**config.mk**
```make
export PLATFORM = sky130hd
export DESIGN_NAME = hicore_de2ex_pipe
export DESIGN_NICKNAME = d
export VERILOG_FILES = /design/src/rtl/hicore_de2ex_pipe.sv
export SDC_FILE = /design/constraint.sdc
export NUM_CORES = 1
export LEC_CHECK = 0
export CAP_MARGIN = 40
export CORE_MARGIN = 1
export CORE_UTILIZATION = 48
export DETAILED_ROUTE_END_ITERATION = 12
export GPL_TIMING_DRIVEN = 0
export PLACE_DENSITY_LB_ADDON = 0.15
export SETUP_SLACK_MARGIN = 0.5
export SLEW_MARGIN = 20
export SYNTH_ARGS = -nofsm -noshare
export SYNTH_HDL_FRONTEND = slang
export SYNTH_SLANG_ARGS = --single-unit
export TNS_END_PERCENT = 5
```
**constraint.sdc**
```tcl
create_clock -name clk -period 2.05 [get_ports clk]
set_input_delay 0.205 -clock clk [delete_from_list [all_inputs] [get_ports clk]]
set_output_delay 0.205 -clock clk [all_outputs]
set_load 0.01 [all_outputs]
```
**src/rtl/hicore_de2ex_pipe.sv**
```systemverilog
// -----------------------------------------------------------------------------
// hicore_de2ex_pipe
//
// Decode-to-execute pipeline register with a two-entry skid buffer. It sits
// between decode and dispatch. Decode pushes one packed DE2EX word per
// valid/ready handshake, and dispatch pops from the head entry. The ready seen
// by decode is derived only from registered state, so a dispatch stall never
// reaches decode combinationally. The skid entry absorbs the one beat that
// decode may already have in flight when the head stalls.
//
// The block also reports read-after-write hazards. It compares decode's rs1
// and rs2 against the rd of every buffered instruction that still has to
// write the register file.
//
// Ports
//   clk            in   1        core clock, rising edge
//   rst_n          in   1        asynchronous active-low reset
//   i_dec_valid    in   1        decode has an instruction
//   i_dec_ready    out  1        pipe accepts a beat (skid entry empty)
//   i_dec_info     in   INFO_W   packed decode info
//                                [0] nop/except, [4:1] unit select,
//                                [11:7] rd index, [12] rd write needed
//   o_de2ex_valid  out  1        head entry valid toward dispatch
//   o_de2ex_ready  in   1        dispatch accepts the head entry
//   o_de2ex_info   out  INFO_W   head entry info
//   i_flush        in   1        redirect: drop buffered and incoming beats
//   i_rs1_idx      in   RFIDX_W  decode rs1 index for the hazard check
//   i_rs2_idx      in   RFIDX_W  decode rs2 index for the hazard check
//   o_rs1_hit      out  1        rs1 matches a buffered pending rd
//   o_rs2_hit      out  1        rs2 matches a buffered pending rd
//   o_occupancy    out  2        number of entries held (0..2)
// -----------------------------------------------------------------------------
module hicore_de2ex_pipe #(
  parameter int INFO_W  = 32,
  parameter int RFIDX_W = 5
) (
  input  logic               clk,
  input  logic               rst_n,
  input  logic               i_dec_valid,
  output logic               i_dec_ready,
  input  logic [INFO_W-1:0]  i_dec_info,
  output logic               o_de2ex_valid,
  input  logic               o_de2ex_ready,
  output logic [INFO_W-1:0]  o_de2ex_info,
  input  logic               i_flush,
  input  logic [RFIDX_W-1:0] i_rs1_idx,
  input  logic [RFIDX_W-1:0] i_rs2_idx,
  output logic               o_rs1_hit,
  output logic               o_rs2_hit,
  output logic [1:0]         o_occupancy
);

  // Field positions inside the packed decode word.
  localparam int NOP_BIT  = 0;
  localparam int RD_LSB   = 7;
  localparam int RDEN_BIT = 12;

  typedef enum logic [1:0] {
    ST_EMPTY = 2'd0,
    ST_HEAD  = 2'd1,
    ST_FULL  = 2'd2
  } state_t;

  state_t              r_state;
  state_t              w_state_nxt;
  logic [INFO_W-1:0]   r_head_info;
  logic [INFO_W-1:0]   r_skid_info;

  logic w_head_vld;
  logic w_skid_vld;
  logic w_push;
  logic w_pop;
  logic w_ld_head_in;
  logic w_ld_head_skid;
  logic w_ld_skid;

  // An entry is a RAW hazard source when it is valid, really writes rd,
  // is not a nop/exception, and rd matches a nonzero source index
  // (x0 is hardwired, so it never creates a dependency).
  function automatic logic f_rd_hit(
    input logic               vld,
    input logic               rd_need,
    input logic               nop,
    input logic [RFIDX_W-1:0] rd,
    input logic [RFIDX_W-1:0] rs
  );
    f_rd_hit = vld & rd_need & ~nop & (rd == rs) & (rs != '0);
  endfunction

  assign w_head_vld = (r_state != ST_EMPTY);
  assign w_skid_vld = (r_state == ST_FULL);

  // Ready depends only on the state register, never on o_de2ex_ready.
  assign i_dec_ready = ~w_skid_vld;

  assign w_push = i_dec_valid & i_dec_ready & ~i_flush;
  assign w_pop  = w_head_vld & o_de2ex_ready;

  // Next-state and load-enable logic.
  always_comb begin
    w_state_nxt    = r_state;
    w_ld_head_in   = 1'b0;
    w_ld_head_skid = 1'b0;
    w_ld_skid      = 1'b0;
    if (i_flush) begin
      // A concurrent pop has already been seen by dispatch this cycle.
      // The info registers keep stale data because they are invalid.
      w_state_nxt = ST_EMPTY;
    end else begin
      case (r_state)
        ST_EMPTY: begin
          if (w_push) begin
            w_state_nxt  = ST_HEAD;
            w_ld_head_in = 1'b1;
          end
        end
        ST_HEAD: begin
          if (w_push && w_pop) begin
            w_ld_head_in = 1'b1;
          end else if (w_push) begin
            w_state_nxt = ST_FULL;
            w_ld_skid   = 1'b1;
          end else if (w_pop) begin
            w_state_nxt = ST_EMPTY;
          end
        end
        ST_FULL: begin
          // Ready is low here, so no push can arrive. The skid entry
          // advances into the head only after the head leaves.
          if (w_pop) begin
            w_state_nxt    = ST_HEAD;
            w_ld_head_skid = 1'b1;
          end
        end
        default: begin
          w_state_nxt = ST_EMPTY;
        end
      endcase
    end
  end

  // ---- state register ----
  always_ff @(posedge clk or negedge rst_n) begin
    if (!rst_n) begin
      r_state <= ST_EMPTY;
    end else begin
      r_state <= w_state_nxt;
    end
  end

  // ---- head / skid data registers ----
  always_ff @(posedge clk or negedge rst_n) begin
    if (!rst_n) begin
      r_head_info <= '0;
      r_skid_info <= '0;
    end else begin
      if (w_ld_head_in) begin
        r_head_info <= i_dec_info;
      end else if (w_ld_head_skid) begin
        r_head_info <= r_skid_info;
      end
      if (w_ld_skid) begin
        r_skid_info <= i_dec_info;
      end
    end
  end

  assign o_de2ex_valid = w_head_vld;
  assign o_de2ex_info  = r_head_info;

  always_comb begin
    o_occupancy = 2'd0;
    case (r_state)
      ST_HEAD: o_occupancy = 2'd1;
      ST_FULL: o_occupancy = 2'd2;
      default: o_occupancy = 2'd0;
    endcase
  end

  // Hazard hits are suppressed while a flush is in progress.
  // Everything buffered is about to be discarded in that cycle.
  assign o_rs1_hit = ~i_flush & (
    f_rd_hit(w_head_vld, r_head_info[RDEN_BIT], r_head_info[NOP_BIT],
             r_head_info[RD_LSB +: RFIDX_W], i_rs1_idx) |
    f_rd_hit(w_skid_vld, r_skid_info[RDEN_BIT], r_skid_info[NOP_BIT],
             r_skid_info[RD_LSB +: RFIDX_W], i_rs1_idx));

  assign o_rs2_hit = ~i_flush & (
    f_rd_hit(w_head_vld, r_head_info[RDEN_BIT], r_head_info[NOP_BIT],
             r_head_info[RD_LSB +: RFIDX_W], i_rs2_idx) |
    f_rd_hit(w_skid_vld, r_skid_info[RDEN_BIT], r_skid_info[NOP_BIT],
             r_skid_info[RD_LSB +: RFIDX_W], i_rs2_idx));

endmodule
```
==> impl_metrics.tcl <==
set metrics [dict create \
    synth.distinct_cells 29 \
    wire_per_inst_um 16.4 \
    clock_latency_ps 340 \
    h-tree-depth 3 \
    min_path_type "input pin to flop" \
    design_area_sq_mm 0.00464 \
    layout_min_cycle_time_ps 1990 \
    synth_flop_cell "dfrtp_1" \
    worstMarginPinSlew_ps 484 \
    grt_pass1_vias 2220 \
    synthTopCellsByArea "dfrtp_1 (53%), mux2_2 (12%), mux2i_1 (11%)" \
    syn_area_sq_mm 0.00311 \
    cts_buffer_depth 2 \
    syn_area_per_cell_sq_um 11.9 \
    num_rows 28 \
    clock.fmax_ghz 0.503 \
    pre_cts_slack_ps -253 \
    antenna_found_initial 0 \
    worst_setup_path_start_kind "flop" \
    coreArea_sq_mm 0.00610 \
    routed_wl_mm 7.32 \
    sequentialPowerShare_pct 44.6 \
    clkTransAtPathRegs_ps 70 \
    cp_cell_sequence "nand4bb_4 -> nor4_2 -> nand3_1 -> a221oi_2 -> buf_2" \
    die_w_um 82.4 \
    nets 412 \
    place_area_sq_mm 0.00407 \
    yosysSeqAreaShare_pct 53.2 \
    dieArea_sq_mm 0.00680 \
    synth_top_cell_area_share_pct 53.2 \
    start_util_pct 50.9 \
    critPathKind "flop to output pin" \
    synth_area_leader_cell "dfrtp_1" \
    rsz0062_at_grt "true" \
    internal_power_mw 2.98 \
    drc_errors 0 \
    drv_cap 0 \
    place_hpwl_mm 4.60 \
    diodes 0 \
    ios 85 \
    hold_violations 0 \
    grt_pass1_wl_mm 10.6 \
    slew_headroom_pct 67.7 \
    netlist_instances 260 \
    finClkSkew_ps 12.0 \
    leakagePower_nw 2.02 \
    synth_seq_cells 66 \
    synth_edf_count 0 \
    avgViaCountPerCell 5.37 \
    drtIter0Drc 77 \
    io_buffers 84 \
    ant_nets 0 \
    syn_nets 307 \
    cts_root_buf "clkbuf_8" \
    die_height_um 82.4 \
    layout_worst_path_cycle_share_pct 96.9 \
    crit_slowest_cell "dfrtp_2" \
    run_status "completed" \
    drive_gt1_share_pct 24.9 \
    cts_buffers 9 \
    areaGrowthSynthToFinish_pct 49.4 \
    vias 2391 \
    setup_violations 0 \
    cp-end-kind "output pin" \
    power.density_mw_per_mm2 888 \
    drtPass1Iterations 4 \
    grt-ovfl-total 0 \
    p_sw_mw 1.14 \
    ir_worst_vdd_mv 0.796 \
    slew_viol_final 0 \
    crit_required_ps 1850 \
    switching_share_pct 27.6 \
    worst_slack_ps 62.6 \
    cp_slowest_stage_delay_ps 460 \
    cp_max_fo 7 \
    synthArstFlopShare_pct 100 \
    critPathArrivalTime_ps 1780 \
    comb_power_share_pct 25.9 \
    track_usage_pct 21.3 \
    p_clk_share_pct 29.5 \
    place.gp.congestion 0.806 \
    grt_max_degree 35 \
    ys_warn_count 0 \
    cts.sinks 66 \
    cts_tree "done" \
]
==> synth_stat cells (2+ instances only) <==
| library cell | n |
|---|---|
| xnor2_1 | 4 |
| mux2_2 | 32 |
| nor4_1 | 4 |
| inv_1 | 2 |
| nor2_1 | 37 |
| xor2_1 | 16 |
| buf_12 | 3 |
| nand2_1 | 2 |
| nand3_1 | 2 |
| mux2i_1 | 33 |
| nor4b_1 | 2 |
| dfrtp_1 | 66 |
| a21oi_1 | 33 |
| nor3b_1 | 2 |
| clkbuf_1 | 6 |
| buf_2 | 3 |
==> through the flow <==
stage / total power [mW] / util, % / cells / setup TNS [ps] / hold WS, ps
after CTS: 4.02 / 72.1 / 441 / 0 / 360
after detailed placement: 2.77 / 66.7 / 420 / -6460 / 181
final: 4.12 / 76.1 / 445 / 0 / 273
after global routing: 4.32 / 76.1 / 445 / -26.4 / 275
after global placement: 2.73 / 66.4 / 419 / -97040 / 487
after floorplan: 2.27 / - / 260 / 0 / -90.6
==> final timing paths <==
path / endpoint / from / slack [ps] / depth (start not counted)
worst min register to register: r_skid_info[13]$_DFFE_PN0P_ / r_skid_info[13]$_DFFE_PN0P_ / 510 / 1
min in group asynchronous: r_state[0]$_DFFE_PN0P_ / rst_n / 350 / 2
worst max register to register: o_de2ex_info[22]$_DFFE_PN0P_ / r_state[0]$_DFFE_PN0P_ / 340 / 7
worst max-delay path: o_rs2_hit / r_state[0]$_DFFE_PN0P_ / 60 / 5
worst min-delay path: r_state[0]$_DFFE_PN0P_ / i_flush / 270 / 2
max in group asynchronous: r_skid_info[21]$_DFFE_PN0P_ / rst_n / 1180 / 3
==> placed cells by master, fill, tap and decap left out, types with 2 or more instances in the layout <==
cell type / count
clkdlybuf4s50_1: 72
nand2_1: 2
clkbuf_2: 4
nor4_2: 3
xnor2_1: 4
nor2_1: 36
bufinv_16: 2
xor2_1: 15
a21oi_1: 33
clkinv_4: 2
mux2_2: 6
clkbuf_1: 2
inv_6: 2
dlymetal6s2s_1: 9
buf_4: 5
dfrtp_2: 6
mux2i_1: 32
mux2_4: 26
buf_12: 6
buf_6: 3
inv_1: 2
buf_8: 2
buf_2: 2
dfrtp_1: 60
nand3_1: 2
clkbuf_8: 9
==> flip-flops by register name, summed over array words and instances, names as in the netlist <==
name,cells
r_state,2
o_de2ex_info,32
r_skid_info,32
==> critical path, delay by kind of cell (launching register included) <==
family          cells  cell delay, ps
buf+inv             1             160
compound gates      1             270
flops               1             460
simple gates        3             560
==> cell families after synthesis <==
logic type	Yosys count	synth area share (%)
mux	65	22.2
flops	66	53.2
xor+xnor	20	5.64
simple gates	55	8.54
buf+inv	16	3.87
compound gates	38	6.53
==> power groups by stage <==
stage | Combinational [mW] | Sequential [mW] | Clock (mW)
floorplan | 0.424 | 1.84 | 0
global placement | 0.901 | 1.83 | 0
detailed placement | 0.928 | 1.84 | 0
CTS | 0.967 | 1.82 | 1.24
global route | 1.16 | 1.87 | 1.29
finish | 1.07 | 1.84 | 1.22
==> routing by layer <==
metal	up-vias	share of wire, %	routed length [um]	GRT usage [%]
li1	1124	-	-	-
met1	1193	45	3330	27.4
met2	67	48	3530	35.0
met3	7	5.2	381	5.71
met4	0	1.1	82	6.84
met5	-	0	0	0
==> what timing repair did <==
item / 4_1_cts / 5_1_grt
buffers inserted: 3 / 3
hold buffers: 1 / 0
gates resized for setup: 20 / 69
endpoints found under the hold margin: 33 / 0
gates cloned: 1 / 1
pin swaps: 7 / 35
endpoints found under the setup margin: 72 / 77
==> area by class of cell <==
type | count | area [sq um]
sequential | 66 | 1660
multi-input combinational | 178 | 1520
fill | 436 | 1460
timing repair buffer | 94 | 976
buffer | 13 | 154
clock buffer | 9 | 124
clock inverter | 7 | 100
tap | 75 | 93.8
inverter | 3 | 11.3
Note: power is estimated with default switching activity, not from simulation.
==> edit, RTL diff (config.mk and constraints unchanged) <==
The parameter `RFIDX_W` goes from 5 to 3.
--- a/src/rtl/hicore_de2ex_pipe.sv
+++ b/src/rtl/hicore_de2ex_pipe.sv
@@ -32,7 +32,7 @@
 // -----------------------------------------------------------------------------
 module hicore_de2ex_pipe #(
   parameter int INFO_W  = 32,
-  parameter int RFIDX_W = 5
+  parameter int RFIDX_W = 3
 ) (
   input  logic               clk,
   input  logic               rst_n,
Ports: changed (resized i_rs1_idx and i_rs2_idx); port bits go from 85 to 81. The function was not compared with the original's and may differ.
==> edit against the original RTL <==
Design area shrank 9.3%; combinational power shrank 16%; worst setup slack gained 0.19 ns; critical path depth is the same; clock skew is essentially flat; sequential share of layout area grew 3.5 points; clock power shrank 17%; routed wire length shrank 10%; area after synthesis shrank 3.1%; power shrank 10%; sequential cell count is the same; utilization shrank 5.8 points; sequential power shrank 3%.
==> edit: results (changes against the original RTL) <==
[power]
leakagePower_nw = 1.74  ; -14%
ir_drop_mv = 0.604  ; -24%

[global_routing]
grt_pass1_wl_mm = 10.5  ; -0.27%
grt_max_degree = 35  ; unchanged
gr-usage-all-layers_pct = 21.6  ; +0.24 points
grt_pass1_vias = 2182  ; -1.7%
antenna_found_initial = 0  ; unchanged

[yosys]
synth_flop_cell = dfrtp_1
yosys-top-cells-count = dfrtp_1, nor2_1, mux2i_1, mux2_2, a21oi_1
synth.distinct_cells = 27  ; -6.9%
ys_warn_count = 0  ; unchanged
seq_area_frac_synth_pct = 54.9  ; +1.7 points
netlist_top_cells_area = dfrtp_1, mux2_2, mux2i_1
synth_async_sr_flop_share_pct = 100  ; unchanged
syn-num-nets = 289  ; -5.9%

[clock_network]
cts_buffers = 9  ; unchanged
clk_pin_slew_ns = 0.07  ; about the same
cts-root-buf = clkbuf_8
cts_buffer_depth = 2  ; unchanged
htreeDepth = 3  ; unchanged
clk_latency_ns = 0.33

[worst_setup_path]
cp.arrival_ns = 1.59  ; -0.19 ns
cp_max_fo = 4  ; -3
crit_start = r_skid_info[8]$_DFFE_PN0P_
cp_slowest_cell = dfrtp_1
timing.rr.start = r_state[1]$_DFFE_PN0P_
critPathMaxStageDelay_ns = 0.42  ; -0.04 ns

[route]
wl_per_cell_um = 15.4  ; -6.2%
firstDrtPassIters = 4  ; unchanged
vias_per_cell = 5.25  ; -2.4%
drtIter0Drc = 78  ; +1.3%

[status]
status = finished, final reports clean

[layout]
nNetsFinal = 389  ; -5.6%
drive_gt1_share_pct = 22.5  ; -2.4 points
antenna_cells = 0  ; unchanged

[placement]
io_buffers = 80  ; -4.8%
dp_hpwl_mm = 4.41  ; -4.1%
dpl_cell_area_mm2 = 0.00392  ; -3.5%
globalplace.congestion = 0.819  ; +1.6%

[timing]
skew_ns = 0.0119  ; -0.000104 ns
tightest_slew_ns = 0.439  ; -0.0443 ns

[min_path]
hp-class = in2async

edit: path summary, 6_finish.rpt:
kind,to,slack [ns],depth (start not counted)
hold reg to reg,r_skid_info[21]$_DFFE_PN0P_,0.50,1
min in group clk,o_de2ex_info[1]$_DFFE_PN0P_,0.47,3
setup / recovery,o_rs1_hit,0.26,5
hold / removal,r_skid_info[6]$_DFFE_PN0P_,0.36,2
max in group asynchronous,r_skid_info[21]$_DFFE_PN0P_,1.16,3
setup reg to reg,r_skid_info[8]$_DFFE_PN0P_,0.33,4
edit: timing repair:
item / CTS / global route
gates resized for setup: 12 / 14
buffers inserted: 2 / 4
setup endpoints to repair: 69 / 74
gates cloned: 0 / 1
endpoints found under the hold margin: 32 / 0
hold buffers: 1 / 0
pin swaps: 5 / 7
edit: cells by family after synthesis:
| family | Yosys count | share of synthesized area [%] |
|---|---|---|
| AOI/OAI and AO/OA | 38 | 6.98 |
| xor gates and xnor gates | 12 | 3.49 |
| buffers and inverters | 15 | 3.86 |
| DFF | 66 | 54.9 |
| muxes | 65 | 22.9 |
| and+or+nand+nor | 50 | 7.86 |
edit: worst max-delay path, delay by kind of cell, from the launching register on:
| kind | cells | cell delay [ns] |
|---|---|---|
| xor+xnor | 1 | 0.18 |
| flops | 1 | 0.42 |
| buf+inv | 1 | 0.16 |
| simple gates | 2 | 0.42 |
| compound gates | 1 | 0.08 |
edit: per-layer routing:
layer	vias up	share of wire (%)	GRT usage, %
met1	1093	45	28.6
met5	-	0	0
met2	66	48	33.2
met4	0	1.7	8.75
li1	1065	-	-
met3	11	5.9	6.29
edit: power by group:
part / internal [mW] / leakage (nW) / switching [mW]
Clock: 0.560 / 0.0914 / 0.447
Sequential: 1.60 / 0.770 / 0.188
Combinational: 0.558 / 0.877 / 0.344
Total: 2.72 / 1.74 / 0.980
edit: cell type report:
| class | count | area [um2] |
|---|---|---|
| clock inverters | 3 | 40.0 |
| well taps | 75 | 93.8 |
| inverters | 2 | 7.51 |
| flip-flops and latches | 66 | 1650 |
| plain buffers | 13 | 116 |
| clock buffers | 13 | 139 |
| repair buffers | 89 | 891 |
| fillers | 482 | 1780 |
| multi-input cells | 165 | 1270 |
edit: per-stage QoR:
step | hold WS, ns | util, % | instances | setup TNS, ns | setup WS [ns]
6_report | 0.361 | 70.3 | 426 | 0 | 0.257
3_3_place_gp | 0.486 | 65.2 | 401 | -101.18 | -1.46
2_1_floorplan | -0.0906 | - | 246 | 0 | 0.473
3_5_place_dp | 0.185 | 65.5 | 402 | -6.28 | -0.199
5_1_grt | 0.398 | 70.3 | 426 | 0 | 0.173
4_1_cts | 0.368 | 68.9 | 421 | 0 | 0.166
